File: config.mk
export PLATFORM = sky130hd
export DESIGN_NAME = add_serial_ctrl
export DESIGN_NICKNAME = d
export VERILOG_FILES = /design/src/rtl/add_serial_pkg.sv /design/src/rtl/add_serial_ctrl_add8.sv /design/src/rtl/add_serial_ctrl.sv
export SDC_FILE = /design/constraint.sdc
export NUM_CORES = 1
export LEC_CHECK = 0
export BUFFER_PORTS_ARGS = -buffer_cell sky130_fd_sc_hd__buf_2
export CAP_MARGIN = 20
export CORE_MARGIN = 8
export CORE_UTILIZATION = 49
export CTS_CLUSTER_SIZE = 20
export DETAILED_ROUTE_END_ITERATION = 7
export GPL_ROUTABILITY_DRIVEN = 1
export PLACE_DENSITY_LB_ADDON = 0.3
export SLEW_MARGIN = 10
export SYNTH_ARGS = -nofsm -noshare
export SYNTH_HDL_FRONTEND = slang
export SYNTH_SLANG_ARGS = --single-unit
File: constraint.sdc
create_clock -name clk -period 3.15 [get_ports clk]
set_input_delay 0.63 -clock clk [delete_from_list [all_inputs] [get_ports clk]]
set_output_delay 0.63 -clock clk [all_outputs]
set_load 0.02 [all_outputs]
File: src/rtl/add_serial_pkg.sv
// add_serial_pkg: shared state encoding and index sizing for the serial adder
package add_serial_pkg;
   typedef enum logic [1:0] {
      IDLE = 2'd0,
      CALC = 2'd1,
      DONE = 2'd2
   } state_t;
   function automatic int idx_w(input int n);
      return n > 1 ? $clog2(n) : 1;
   endfunction
endpackage

File: src/rtl/add_serial_ctrl_add8.sv
// add8_carry_unit: combinational 8-bit add with carry in and carry out
module add8_carry_unit (
   input  logic [7:0] in0,
   input  logic [7:0] in1,
   input  logic       cin,
   output logic [7:0] out,
   output logic       cout
);
   assign {cout, out} = {1'b0, in0} + {1'b0, in1} + {8'b0, cin};
endmodule

File: src/rtl/add_serial_ctrl.sv
// add_serial_ctrl: wide adder that walks one 8-bit carry adder over NBYTES cycles
module add_serial_ctrl
   import add_serial_pkg::*;
#(
   parameter int NBYTES = 4
) (
   input  logic                clk,
   input  logic                reset,
   input  logic                istream_val,
   output logic                istream_rdy,
   input  logic [8*NBYTES-1:0] in0,
   input  logic [8*NBYTES-1:0] in1,
   input  logic                cin,
   output logic                ostream_val,
   input  logic                ostream_rdy,
   output logic [8*NBYTES-1:0] out,
   output logic                cout,
   output logic                busy
);
   localparam int W  = 8 * NBYTES;
   localparam int IW = idx_w(NBYTES);
   state_t state, next_state;
   logic [IW-1:0] idx;
   logic          carry;
   logic [W-1:0]  a, b, res;
   logic [7:0]    a_byte, b_byte, s;
   logic          c, last;
   assign a_byte = a[8*idx +: 8];
   assign b_byte = b[8*idx +: 8];
   assign last   = idx == IW'(NBYTES - 1);
   add8_carry_unit u_add (
      .in0  (a_byte),
      .in1  (b_byte),
      .cin  (carry),
      .out  (s),
      .cout (c)
   );
   // state register
   always_ff @(posedge clk)
      state <= reset ? IDLE : next_state;
   // accept in IDLE, step bytes in CALC, hold the response until taken
   always_comb
      next_state = state == IDLE ? (istream_val ? CALC : IDLE) :
                   state == CALC ? (last ? DONE : CALC) :
                   (ostream_rdy ? IDLE : DONE);
   // handshake and status outputs decoded from the state
   always_comb begin
      istream_rdy = state == IDLE;
      ostream_val = state == DONE;
      busy        = state != IDLE;
   end
   // operand capture, then one result byte and carry update per CALC cycle
   always_ff @(posedge clk)
      if (reset) begin
         idx   <= '0;
         carry <= 1'b0;
         a     <= '0;
         b     <= '0;
         res   <= '0;
      end else if (state == IDLE && istream_val) begin
         a     <= in0;
         b     <= in1;
         carry <= cin;
         idx   <= '0;
      end else if (state == CALC) begin
         res[8*idx +: 8] <= s;
         carry           <= c;
         idx             <= last ? '0 : idx + 1'b1;
      end
   assign out  = res;
   assign cout = carry;
endmodule

==> results.py <==
metrics = {
    "pwr": {
        "seqPwrFrac_pct": 53.0,
        "p_int_w": 0.00188,
        "p_comb_share_pct": 14.5,
        "p_clk_share_pct": 32.6,
        "p_sw_w": 0.000712,
        "power.density_nw_per_um2": 483,
        "p_leak_nw": 2.26,
        "swShare_pct": 27.5,
        "vdd_drop_max_mv": 0.230,
    },
    "detailed_routing": {
        "vias": 3953,
        "drtPass1Iterations": 4,
        "post_drt_wl_per_cell_um": 16.7,
        "drcViolationCount": 0,
        "via_per_inst": 5.51,
        "drt_wl_total_um": 12000,
        "antenna_left": 0,
        "first_iter_violations": 200,
    },
    "finish": {
        "drive_gt1_share_pct": 26.4,
        "nets": 686,
        "syn_to_final_growth_pct": 17.0,
        "antenna_cells": 0,
        "nFillCells": 844,
        "finalNonFillerCells": 718,
    },
    "floorplanning": {
        "pin_count": 105,
        "dieHeight_um": 113,
        "start_util_pct": 50.1,
        "core_um2": 9150,
        "die_x_um": 113,
        "row_count": 35,
        "dieArea_um2": 12700,
    },
    "setup_path": {
        "cp_top_family": "compound AO/OA/AOI/OAI gates",
        "cp.arrival_ns": 3.11,
        "cp_max_fo": 4,
        "path_buf_inv": 1,
        "critPathKind": "reg2reg",
        "crit_path_frequent_cell": "fa_1",
        "path_cells": "mux4_2, fa_1, inv_1, fa_1, nor2b_1, o311a_1, a311o_2, a22o_1",
        "endpoint_kind": "register",
        "cpMaxStageDelayCell": "mux4_2",
        "cpPeakStageDelay_ns": 0.54,
        "worstPathRequired_ns": 3.41,
        "setup.worst_path.start_class": "register",
    },
    "grt": {
        "antenna_found_initial": 0,
        "grt_usage_pct": 18.9,
        "grt_pass1_wl_um": 19500,
        "grt_max_degree": 67,
        "overflow": 0,
        "grt_pass1_vias": 4037,
    },
    "clock_tree": {
        "insertion_delay_ns": 0.36,
        "hold_buffers": 0,
        "cts-root-buf": "clkbuf_8",
        "clockBufferDepth": 2,
        "cts_made_buffers": 9,
        "clkTransAtPathRegs_ns": 0.10,
        "cts_sinks": 101,
        "cts_resized": 0,
        "post_cts_buffers": 0,
        "htree_levels": 3,
        "cts_tree": "yes",
    },
    "synthesis": {
        "synth_flop_cell": "dfxtp_1",
        "synthCells": 511,
        "synth_warnings": 0,
        "postSynthAreaPerCell_um2": 8.97,
        "ys_types": 50,
        "syn-num-nets": 595,
        "syn_area_um2": 4580,
        "synth_seq_cells": 101,
        "synth_edf_count": 0,
        "yosysSeqAreaShare_pct": 44.1,
        "async_reset_ff_share_pct": 0,
    },
    "sta": {
        "slew_violations": 0,
        "setup_tns_ns": 0,
        "fin_crit_sh_pct": 90.5,
        "min_period_ns": 2.85,
        "max_freq_mhz": 351,
        "setup_violations": 0,
        "skew_ns": 0.00905,
        "slew_headroom_pct": 57.0,
        "rsz0062_at_grt": "no",
        "worst_pin_slew_ns": 0.645,
        "finalHoldViolations": 0,
    },
    "job": {
        "drv_cap": 0,
    },
    "worst_hold_path": {
        "worstHoldPathType": "reg2reg",
    },
    "placement": {
        "gp_congestion": 0.917,
        "io_buffers": 104,
        "dp_hpwl_um": 9060,
        "placed_cells": 702,
    },
    "run_status": {
        "status": "completed",
    },
}
## worst register-to-register path: cells and delay by family (launching register included)
kind                       cells  cell delay [ns]
adders and majority gates      2             0.66
DFF                            1             0.43
muxes                          1             0.54
AOI/OAI and AO/OA              3             0.94
and+or+nand+nor                1             0.08
buffers and inverters          1             0.09
## layout by cell type (no fill, tap or decap), types with 5 or more instances in the layout
| cell | netlist | layout |
|---|---|---|
| buf_4 | 0 | 9 |
| nor2_1 | 25 | 25 |
| mux4_2 | 16 | 16 |
| o21ai_0 | 7 | 7 |
| inv_1 | 9 | 9 |
| a21oi_1 | 76 | 76 |
| o211ai_1 | 5 | 5 |
| dfxtp_1 | 101 | 101 |
| clkbuf_8 | 0 | 10 |
| ha_1 | 13 | 13 |
| buf_2 | 19 | 103 |
| nor2b_1 | 6 | 6 |
| nand2_1 | 138 | 137 |
| a22oi_1 | 13 | 13 |
## worst paths after layout
path	from	to	slack (ns)	depth (start not counted)
worst max-delay path	idx[0]	out[22]	0.30	8
worst min-delay path	out[20]	out[20]	0.46	2
worst max register to register	idx[0]	out[22]	0.30	8
worst min register to register	out[20]	out[20]	0.46	2
## power by group through the flow
stage | logic (W) | registers (W) | clock network (W)
floorplan | 0.000259 | 0.00139 | 0
global placement | 0.000364 | 0.00140 | 0
detailed placement | 0.000374 | 0.00140 | 0
CTS | 0.000376 | 0.00137 | 0.000853
global route | 0.000413 | 0.00138 | 0.000905
finish | 0.000375 | 0.00137 | 0.000843
## routing by layer
| metal | GRT usage (%) | wire length [µm] | vias to the layer above |
|---|---|---|---|
| met5 | 0 | 0 | - |
| met4 | 6.12 | 175 | 0 |
| met3 | 3.94 | 699 | 13 |
| met2 | 32.6 | 5920 | 112 |
| met1 | 22.9 | 5230 | 1854 |
| li1 | - | - | 1974 |
## through the flow
step	hold WS, ns	instance area, µm²	worst slack [ns]	util, %	total power, W
CTS	0.458	5360	0.279	58.6	0.00260
detailed placement	0.444	5160	0.295	56.4	0.00178
floorplan	0.433	4580	0.0501	-	0.00165
global route	0.484	5360	0.0800	58.6	0.00269
global placement	0.437	5160	0.372	56.4	0.00176
finish	0.456	5360	0.300	58.6	0.00259
## synthesized netlist by cell type, types with 5 or more instances
cell,count,area share [%]
a21oi_1,76,8.3
nor2_1,25,2.0
nand2_1,138,11
mux4_2,16,7.9
inv_1,9,0.74
nor2b_1,6,0.82
o211ai_1,5,0.82
ha_1,13,3.5
o21ai_0,7,0.76
dfxtp_1,101,44
clkbuf_1,12,0.98
buf_2,19,2.1
a22oi_1,13,2.1
## state kept, by name, indices dropped and copies added (netlist names)
register and flops:
state 2, out 32, cout 1, a 32, b 32, idx 2
## logic make-up (layout without fill, tap and decap cells)
| family | after synthesis | count (layout) | share of synthesized area, % |
|---|---|---|---|
| simple gates | 208 | 208 | 21.9 |
| compound gates | 127 | 127 | 17.1 |
| flops | 101 | 101 | 44.1 |
| buf+inv | 42 | 138 | 4.12 |
| mux | 17 | 17 | 8.08 |
| fa+ha+maj | 15 | 15 | 4.42 |
| xor+xnor | 1 | 1 | 0.191 |
## layout make-up
class	count	area (µm²)	share of cell area, %
clock buffers	11	141	2.64
clock inverters	5	58.8	1.10
inverters	10	37.5	0.700
multi-input cells	368	2380	44.4
flip-flops and latches	101	2020	37.7
well taps	111	139	2.59
repair buffers	112	583	10.9
Power figures use the tool's default switching activity.
